**src/rtl/double_ceil_arbiter.sv**
```systemverilog
// Shares one fixed-latency double_ceil pipe between NUM_REQ requesters with credit-protected
// per-port result FIFOs. Define DOUBLE_CEIL_ARB_PRIORITY_EN for fixed priority instead of round-robin.
module double_ceil_arbiter #(
   parameter int unsigned NUM_REQ    = 2,
   parameter int unsigned LATENCY    = 4,
   parameter int unsigned FIFO_DEPTH = 4
) (
   input  logic                  clk,
   input  logic                  rst,
   input  logic [NUM_REQ*64-1:0] in_a,
   input  logic [NUM_REQ-1:0]    in_valid,
   output logic [NUM_REQ-1:0]    in_ready,
   output logic [NUM_REQ*64-1:0] out_z,
   output logic [NUM_REQ-1:0]    out_valid,
   input  logic [NUM_REQ-1:0]    out_ready,
   output logic [63:0]           ceil_a,
   input  logic [63:0]           ceil_z
);
   localparam int unsigned IDW = (NUM_REQ > 1) ? $clog2(NUM_REQ) : 1;
   localparam int unsigned PW  = (FIFO_DEPTH > 1) ? $clog2(FIFO_DEPTH) : 1;
   localparam int unsigned CW  = $clog2(FIFO_DEPTH + 1);
   localparam logic [CW-1:0] FULL_CREDIT = CW'(FIFO_DEPTH);

   logic [NUM_REQ-1:0] eligible;
   logic [NUM_REQ-1:0] push;
   logic [NUM_REQ-1:0] pop;
   logic               arb_hit;
   logic [IDW-1:0]     arb_id;
   logic               grant_any;
   logic [IDW-1:0]     grant_id;
   logic [63:0]        sel_a;
   logic [63:0]        ceil_a_q;
   logic [LATENCY-1:0] tag_v_q;
   logic [IDW-1:0]     tag_id_q [LATENCY];
   logic [CW-1:0]      credit_q [NUM_REQ];
   logic [CW-1:0]      credit_d [NUM_REQ];
   logic [CW-1:0]      cnt_q    [NUM_REQ];
   logic [CW-1:0]      cnt_d    [NUM_REQ];
   logic [PW-1:0]      wr_q     [NUM_REQ];
   logic [PW-1:0]      rd_q     [NUM_REQ];
   logic [63:0]        mem_q    [NUM_REQ][FIFO_DEPTH];

   function automatic logic [PW-1:0] ptr_inc(input logic [PW-1:0] p);
      if (FIFO_DEPTH == 1) return '0;
      return p + 1'b1;
   endfunction

   always_comb begin
      eligible = '0;
      for (int unsigned i = 0; i < NUM_REQ; i++)
         eligible[i] = in_valid[i] && (credit_q[i] != '0);
   end

`ifdef DOUBLE_CEIL_ARB_PRIORITY_EN
   always_comb begin
      arb_hit = 1'b0;
      arb_id  = '0;
      for (int unsigned i = 0; i < NUM_REQ; i++) begin
         if (!arb_hit && eligible[i]) begin
            arb_hit = 1'b1;
            arb_id  = IDW'(i);
         end
      end
   end
`else
   logic [IDW-1:0] rr_q;
   logic [IDW-1:0] cand;

   // Search starts one past the last winner so the previous grantee goes last.
   always_comb begin
      arb_hit = 1'b0;
      arb_id  = '0;
      cand    = '0;
      for (int unsigned k = 1; k <= NUM_REQ; k++) begin
         cand = IDW'((32'(rr_q) + k) % NUM_REQ);
         if (!arb_hit && eligible[cand]) begin
            arb_hit = 1'b1;
            arb_id  = cand;
         end
      end
   end

   always_ff @(posedge clk) begin
      if (rst)            rr_q <= '0;
      else if (grant_any) rr_q <= grant_id;
   end
`endif

   assign grant_any = arb_hit && !rst;
   assign grant_id  = arb_id;
   assign ceil_a    = ceil_a_q;

   always_comb begin
      in_ready = '0;
      if (grant_any) in_ready[grant_id] = 1'b1;
   end

   always_comb begin
      sel_a = '0;
      for (int unsigned i = 0; i < NUM_REQ; i++)
         if (arb_id == IDW'(i)) sel_a = in_a[64*i +: 64];
   end

   // The last tag stage lines up with ceil_z; its id steers the result into that port's FIFO.
   always_comb begin
      out_valid = '0;
      out_z     = '0;
      push      = '0;
      pop       = '0;
      for (int unsigned i = 0; i < NUM_REQ; i++) begin
         out_valid[i]      = (cnt_q[i] != '0);
         out_z[64*i +: 64] = mem_q[i][rd_q[i]];
         pop[i]            = out_valid[i] && out_ready[i];
         push[i]           = tag_v_q[LATENCY-1] && (tag_id_q[LATENCY-1] == IDW'(i));
         cnt_d[i]          = cnt_q[i] + CW'(push[i]) - CW'(pop[i]);
         credit_d[i]       = credit_q[i] - CW'(in_ready[i]) + CW'(pop[i]);
      end
   end

   always_ff @(posedge clk) begin
      if (rst) begin
         ceil_a_q <= '0;
         tag_v_q  <= '0;
         for (int unsigned i = 0; i < NUM_REQ; i++) begin
            credit_q[i] <= FULL_CREDIT;
            cnt_q[i]    <= '0;
            wr_q[i]     <= '0;
            rd_q[i]     <= '0;
         end
      end else begin
         if (grant_any) ceil_a_q <= sel_a;
         tag_v_q[0] <= grant_any;
         for (int unsigned s = 1; s < LATENCY; s++)
            tag_v_q[s] <= tag_v_q[s-1];
         for (int unsigned i = 0; i < NUM_REQ; i++) begin
            credit_q[i] <= credit_d[i];
            cnt_q[i]    <= cnt_d[i];
            if (push[i]) wr_q[i] <= ptr_inc(wr_q[i]);
            if (pop[i])  rd_q[i] <= ptr_inc(rd_q[i]);
         end
      end
   end

   always_ff @(posedge clk) begin
      tag_id_q[0] <= grant_id;
      for (int unsigned s = 1; s < LATENCY; s++)
         tag_id_q[s] <= tag_id_q[s-1];
      for (int unsigned i = 0; i < NUM_REQ; i++)
         if (push[i]) mem_q[i][wr_q[i]] <= ceil_z;
   end

endmodule

```
**config.mk**
```make
export PLATFORM = sky130hd
export DESIGN_NAME = double_ceil_arbiter
export DESIGN_NICKNAME = d
export VERILOG_FILES = /design/src/rtl/double_ceil_arbiter.sv
export SDC_FILE = /design/constraint.sdc
export NUM_CORES = 1
export LEC_CHECK = 0
export ABC_AREA = 1
export BUFFER_PORTS_ARGS = -buffer_cell sky130_fd_sc_hd__buf_2
export CAP_MARGIN = 20
export CELL_PAD_IN_SITES_DETAIL_PLACEMENT = 0
export CELL_PAD_IN_SITES_GLOBAL_PLACEMENT = 1
export CORE_ASPECT_RATIO = 1.2
export CORE_MARGIN = 1
export CORE_UTILIZATION = 45
export DETAILED_ROUTE_END_ITERATION = 10
export PLACE_DENSITY_LB_ADDON = 0.08
export SLEW_MARGIN = 10
export SYNTH_ARGS = -nofsm -noshare
export SYNTH_HDL_FRONTEND = slang
export SYNTH_SLANG_ARGS = --single-unit
```
**constraint.sdc**
```tcl
create_clock -name clk -period 4.8 [get_ports clk]
set_clock_uncertainty 0.05 [all_clocks]
set_input_delay 0.72 -clock clk [delete_from_list [all_inputs] [get_ports clk]]
set_output_delay 0.72 -clock clk [all_outputs]
set_load 0.01 [all_outputs]
```
==> results of run 1 <==
-- kinds of logic after synthesis --
logic type,after synthesis
xor gates and xnor gates,4
buffers and inverters,182
AOI/OAI and AO/OA,458
DFF,605
adders and majority gates,20
and+or+nand+nor,636
-- worst paths after layout --
check                                 start       endpoint  slack (ps)  cells past startpoint
worst min-delay path            tag_id_q[1]    tag_id_q[2]         280                      0
worst max register to register   tag_v_q[3]  mem_q[0][153]        2240                      5
worst max-delay path             rd_q[0][0]       out_z[9]        1100                      5
worst min register to register  tag_id_q[1]    tag_id_q[2]         280                      0
-- area by class of cell --
cell class	count	area (sq um)	area share
inverter	54	207.7	0.007454
sequential	605	17320	0.6215
clock buffer	75	1579	0.05667
timing repair buffer	421	2252	0.08083
multi-input combinational	1118	5344	0.1918
clock inverter	33	280.3	0.01006
tap	697	872.1	0.03130
antenna	5	12.51	0.0004490
-- metrics by stage --
step | total power, mW | utilization | std cells | hold slack, ps
floorplan | 8.330 | - | 1905 | 259.6
global placement | 9.817 | 0.5062 | 2895 | 265.3
detailed placement | 9.870 | 0.5062 | 2895 | 264.7
CTS | 14.33 | 0.5424 | 3003 | 278.4
global route | 14.89 | 0.5424 | 3003 | 286.3
finish | 14.14 | 0.5426 | 3008 | 276.4
-- power by group through the flow --
stage	logic, mW	clock network (mW)	registers, mW
after CTS	3.80	4.56	5.97
final	3.72	4.46	5.97
after floorplan	2.22	0	6.11
after global placement	3.74	0	6.07
after global routing	4.16	4.75	5.98
after detailed placement	3.79	0	6.08
-- routing by layer --
layer  vias up  track usage
li1       7514            -
met1      7569       0.2893
met2       463       0.3967
met3        80      0.05701
met4        10      0.06069
met5         -            0
-- registers in the layout (all words and copies together) (netlist names) --
register  flops
credit_q      6
wr_q          4
rd_q          4
tag_v_q       4
cnt_q         6
mem_q       512
tag_id_q      4
ceil_a       64
rr_q          1
-- cell usage after synthesis --
cell type,n,area share
a21boi_0,1,0.00032
a21boi_1,1,0.00032
a21oi_1,68,0.015
a21oi_2,1,0.00037
buf_1,6,0.00096
buf_2,34,0.0073
buf_4,14,0.0045
buf_6,6,0.0029
clkbuf_1,68,0.011
clkinv_1,1,0.00016
dfxtp_1,85,0.073
edfxtp_1,520,0.67
fa_1,4,0.0034
ha_1,16,0.0086
inv_1,52,0.0083
inv_2,1,0.00016
nand2_1,278,0.045
nand3_1,67,0.014
nor2_1,287,0.046
o21ai_0,259,0.055
o22ai_1,128,0.034
or2_2,4,0.0011
xor2_1,4,0.0015
==> reports/results.txt, run 1 <==
status - completed
Post-DP HPWL - 37,180 um
largest net degree at the start of global routing - 78
setup tns final - 0 ps
final hold vios - 0
synth warn - 0
grt ovf - 0
GP Congestion - 0.8364
min setup slack post-route - 1096 ps
Syn Area/Cell - 12.28 sq um
area of placed instances - 0.02599 sq mm
DIE AREA - 0.05291 sq mm
Critical Path RT - 4030 ps
met3 routed WL - 4000 um
vias in the first global route - 15,377
Slew HR - 0.3194
post-synthesis xor/xnor area fraction - 0.001497
Sequential Power Share - 0.422
CP Launch Type - flop
leading cell type in the layout, fill and taps excluded - edfxtp_1
most frequent cells in the layout - edfxtp_1 (520), buf_2 (393), nor2_1 (279)
Clk pwr share - 0.315
CTS Hold Bufs - 0
synthesized area - 0.02340 sq mm
min-delay worst type - reg -> reg
most used cell, CP - buf_4
combinational power share - 0.263
Top Layer Used - met5
Max Clock Freq - 0.2700 GHz
crit-path cells - buf_4, buf_4, o21ai_0, o22ai_1, buf_2
first-pass GRT wire length - 92,170 um
switch share - 0.3181
Via density - 5.198
Layout Nets - 2,476
final-report setup violation count - 0
height of the die - 251.8 um
share of layout cells above drive strength 1 - 0.2259
Synth Area in Simple Gates - 0.1060
wire per inst - 20.24 um
Via Count - 15,636
Core Box Area - 0.05135 sq mm
filler instances - 4,492
Synth Area in Compound Gates - 0.1052
Clock Pin Slew Worst Setup and Hold Paths - 60 ps
Longest Clk Path Bufs - 3
CTS tree - done
CP top delay family - buffers and inverters
P_int - 9.644 mW
Final Critical Period - 3704 ps
worst-path maximum fanout - 74
buffer count from post-CTS setup fixing - 0
# rows - 91
Initial Util - 0.4556
total CTS buffers - 58
routed wl met2 - 30,360 um
critical path class - reg -> out
Yosys cell types - 23
multiplexer share of the synthesized area - 0
peak supply drop - 0.0002975 V
Final Max Slew Viols - 0
final antenna-violating net count - 0
RSZ-0062 raised after global routing - false
biggest cell delay along the critical path - 730 ps
CTS sink cnt - 605
largest family of logic cells by synthesized area - simple AND/OR/NAND/NOR gates
initial antenna violation count - 7
DR iter-0 viols - 926
Die X - 210.2 um
Power Density - 507.6 mW/mm^2
Max Cap Viol - 0
critical path data arrival time - 2930 ps
H-tree depth - 2
synthesis-to-finish area growth - 19.09%
cell count after synthesis - 1,905
Slowest cell on crit path - buf_4
final instance area - 0.02786 sq mm
post-synthesis sequential area ratio - 0.7401
worst slew pin tran - 1018 ps
remaining routing DRC violations - 0
Pre-Repair DR Iteration Count - 5
post-CTS resize count - 0
dpl ws - 1642 ps
Crit. End Element - output port
Synth Net Count - 2,123
CTS Root Cell - clkbuf_16
IO Port Bufs - 393
worst-skew pair later-pin latency - 600 ps
Post-Route M1 WL - 25,180 um
Switching Power - 4.499 mW
FF+latch count, synth - 605
WP buf/inv - 3
fin crit share - 0.7716
leak pwr - 10.37 nW
adder-cell share of the synthesized area - 0.01198
final wirelength - 60,880 um
All-Layer GR Usage - 0.2304
IO Count - 394
Power figures use the tool's default switching activity.
==> inputs of run 2 (changes only) <==
clock period = 3.86 ns   (was 4.8 ns; I/O delays follow)
==> run 2 against run 1 <==
Effect of this change:
- sequential power up 24%
- via count grew 0.82%
- design area up 0.30%
- setup slack got worse by 430 ps
- combinational power increased by 25%
- cell count is essentially flat
- wire length grew 0.83%
- register-to-register slack worse by 690 ps
- critical path type unchanged
- largest cell class unchanged
- largest power group unchanged
==> reports/results.txt, run 2 (synthesis results as in run 1) <==
largest net degree at the start of global routing - 131 (+68%)
Hold Crit Depth - 1 (+1)
Power Density - 637.1 mW/mm^2 (+26%)
DIE AREA - 0.05291 sq mm (unchanged)
Critical Path Source - rd_q[0][0]
Core Box Area - 0.05135 sq mm (unchanged)
Fin Hold WS - 183.2 ps (-93.22 ps)
Clock Pin Slew Worst Setup and Hold Paths - 60 ps (about the same)
total CTS buffers - 59 (+1.7%)
RSZ-0062 raised after global routing - false
status - completed
CTS tree - done
CTS sink cnt - 605 (unchanged)
Via density - 5.235 (+0.72%)
dpl ws - 1247 ps (-394.3 ps)
final antenna-violating net count - 0 (unchanged)
GP Congestion - 0.7872 (-5.9%)
buffer count from post-CTS setup fixing - 0 (unchanged)
Max Cap Viol - 0 (unchanged)
CTS Hold Bufs - 0 (unchanged)
Critical Path RT - 3230 ps (-800 ps)
remaining routing DRC violations - 0 (unchanged)
post-layout util - 0.5442 (+0.001608)
worst-skew pair later-pin latency - 610 ps (about the same)
Initial Util - 0.4556 (unchanged)
max reg flops - 512 (unchanged)
DR iter-0 viols - 755 (-18%)
source of the worst hold timing path - ceil_z[1]
leak pwr - 10.44 nW (+0.65%)
critical path data arrival time - 2560 ps (-370 ps)
setup tns final - 0 ps (unchanged)
leading cell type in the layout, fill and taps excluded - edfxtp_1
Via Count - 15,764 (+0.82%)
Final Critical Period - 3189 ps
vias in the first global route - 15,487 (+0.72%)
filler instances - 4,476 (-0.36%)
Crit. End Element - output port
All-Layer GR Usage - 0.2311 (+0.0006590)
first-pass GRT wire length - 92,260 um (about the same)
Die X - 210.2 um (unchanged)
Finished Layout Cells - 3,011 (+0.10%)
min-delay worst type - in -> reg
worst slew pin tran - 915.8 ps (-102.7 ps)
critical path class - reg -> out
share of layout cells above drive strength 1 - 0.2293 (+0.003406)
post-CTS resize count - 0 (unchanged)
Layout Nets - 2,479 (+0.12%)
min setup slack post-route - 670.8 ps (-425.3 ps)
final-report setup violation count - 0 (unchanged)
final wirelength - 61,390 um (+0.83%)
grt ovf - 0 (unchanged)
Longest Clk Path Bufs - 3 (unchanged)
final hold vios - 0 (unchanged)
multi-input logic area - 0.005344 sq mm (unchanged)
CTS Root Cell - clkbuf_16
Pre-Repair DR Iteration Count - 5 (unchanged)
Final Max Slew Viols - 0 (unchanged)
Placed Cells - 2,897 (+0.069%)
sequential cell area - 0.01732 sq mm (unchanged)
IO Port Bufs - 393 (unchanged)
fin crit share - 0.8262
peak supply drop - 0.0005066 V (+70%)
IO Count - 394 (unchanged)
most frequent cells in the layout - edfxtp_1 (520), buf_2 (393), nor2_1 (279)
wire per inst - 20.39 um (+0.73%)
initial antenna violation count - 10 (+3)
H-tree depth - 2 (unchanged)
worst reg2reg path startpoint - credit_q[0][4]
worst-path maximum fanout - 86 (+16%)
# rows - 91 (unchanged)
Slew HR - 0.3895 (+0.07006)
height of the die - 251.8 um (unchanged)
synthesis-to-finish area growth - 19.44%
Post-DP HPWL - 36,820 um (-0.96%)
r2r worst-path depth - 12 (+7)
Max Clock Freq - 0.3136 GHz
CP Launch Type - flop
-- run 2: where the power goes --
| part | total [mW] | switching (mW) | leakage (nW) | internal (mW) |
|---|---|---|---|---|
| registers | 7.42 | 0.109 | 5.39 | 7.32 |
| logic | 4.65 | 3.15 | 4.10 | 1.50 |
| clock network | 5.73 | 2.41 | 0.950 | 3.32 |
-- run 2: worst max-delay path: stages (launching register included) --
cell	delay, ps
edfxtp_1	460
inv_4	690
buf_12	300
o21ai_0	120
o22ai_1	180
buf_2	160
-- run 2: cell type report --
class | instances | share of cell area
antenna | 3 | 0.0002686
tap | 697 | 0.03121
clock buffer | 77 | 0.05744
inverter | 54 | 0.007432
timing repair buffer | 423 | 0.08112
clock inverter | 34 | 0.01169
multi-input combinational | 1118 | 0.1912
sequential | 605 | 0.6196
-- run 2: final timing paths --
kind / to / slack [ps]
worst max-delay path: out_z[21] / 670
worst min-delay path: mem_q[0][385] / 180
worst max register to register: credit_q[0][2] / 1550
worst min register to register: tag_id_q[2] / 270
-- run 2: through the flow --
| stage | power [mW] | area [sq um] |
|---|---|---|
| finish | 17.81 | 27950 |
| global route | 18.68 | 27950 |
| floorplan | 10.36 | 23400 |
| CTS | 18.05 | 27940 |
| detailed placement | 12.31 | 26010 |
| global placement | 12.22 | 26010 |
-- run 2: per-layer routing --
layer	global-route usage	vias up	wire (um)
li1	-	7523	-
met1	0.2829	7665	24770
met2	0.3996	464	30670
met3	0.05950	100	4323
met4	0.07091	12	1549
met5	0	-	79
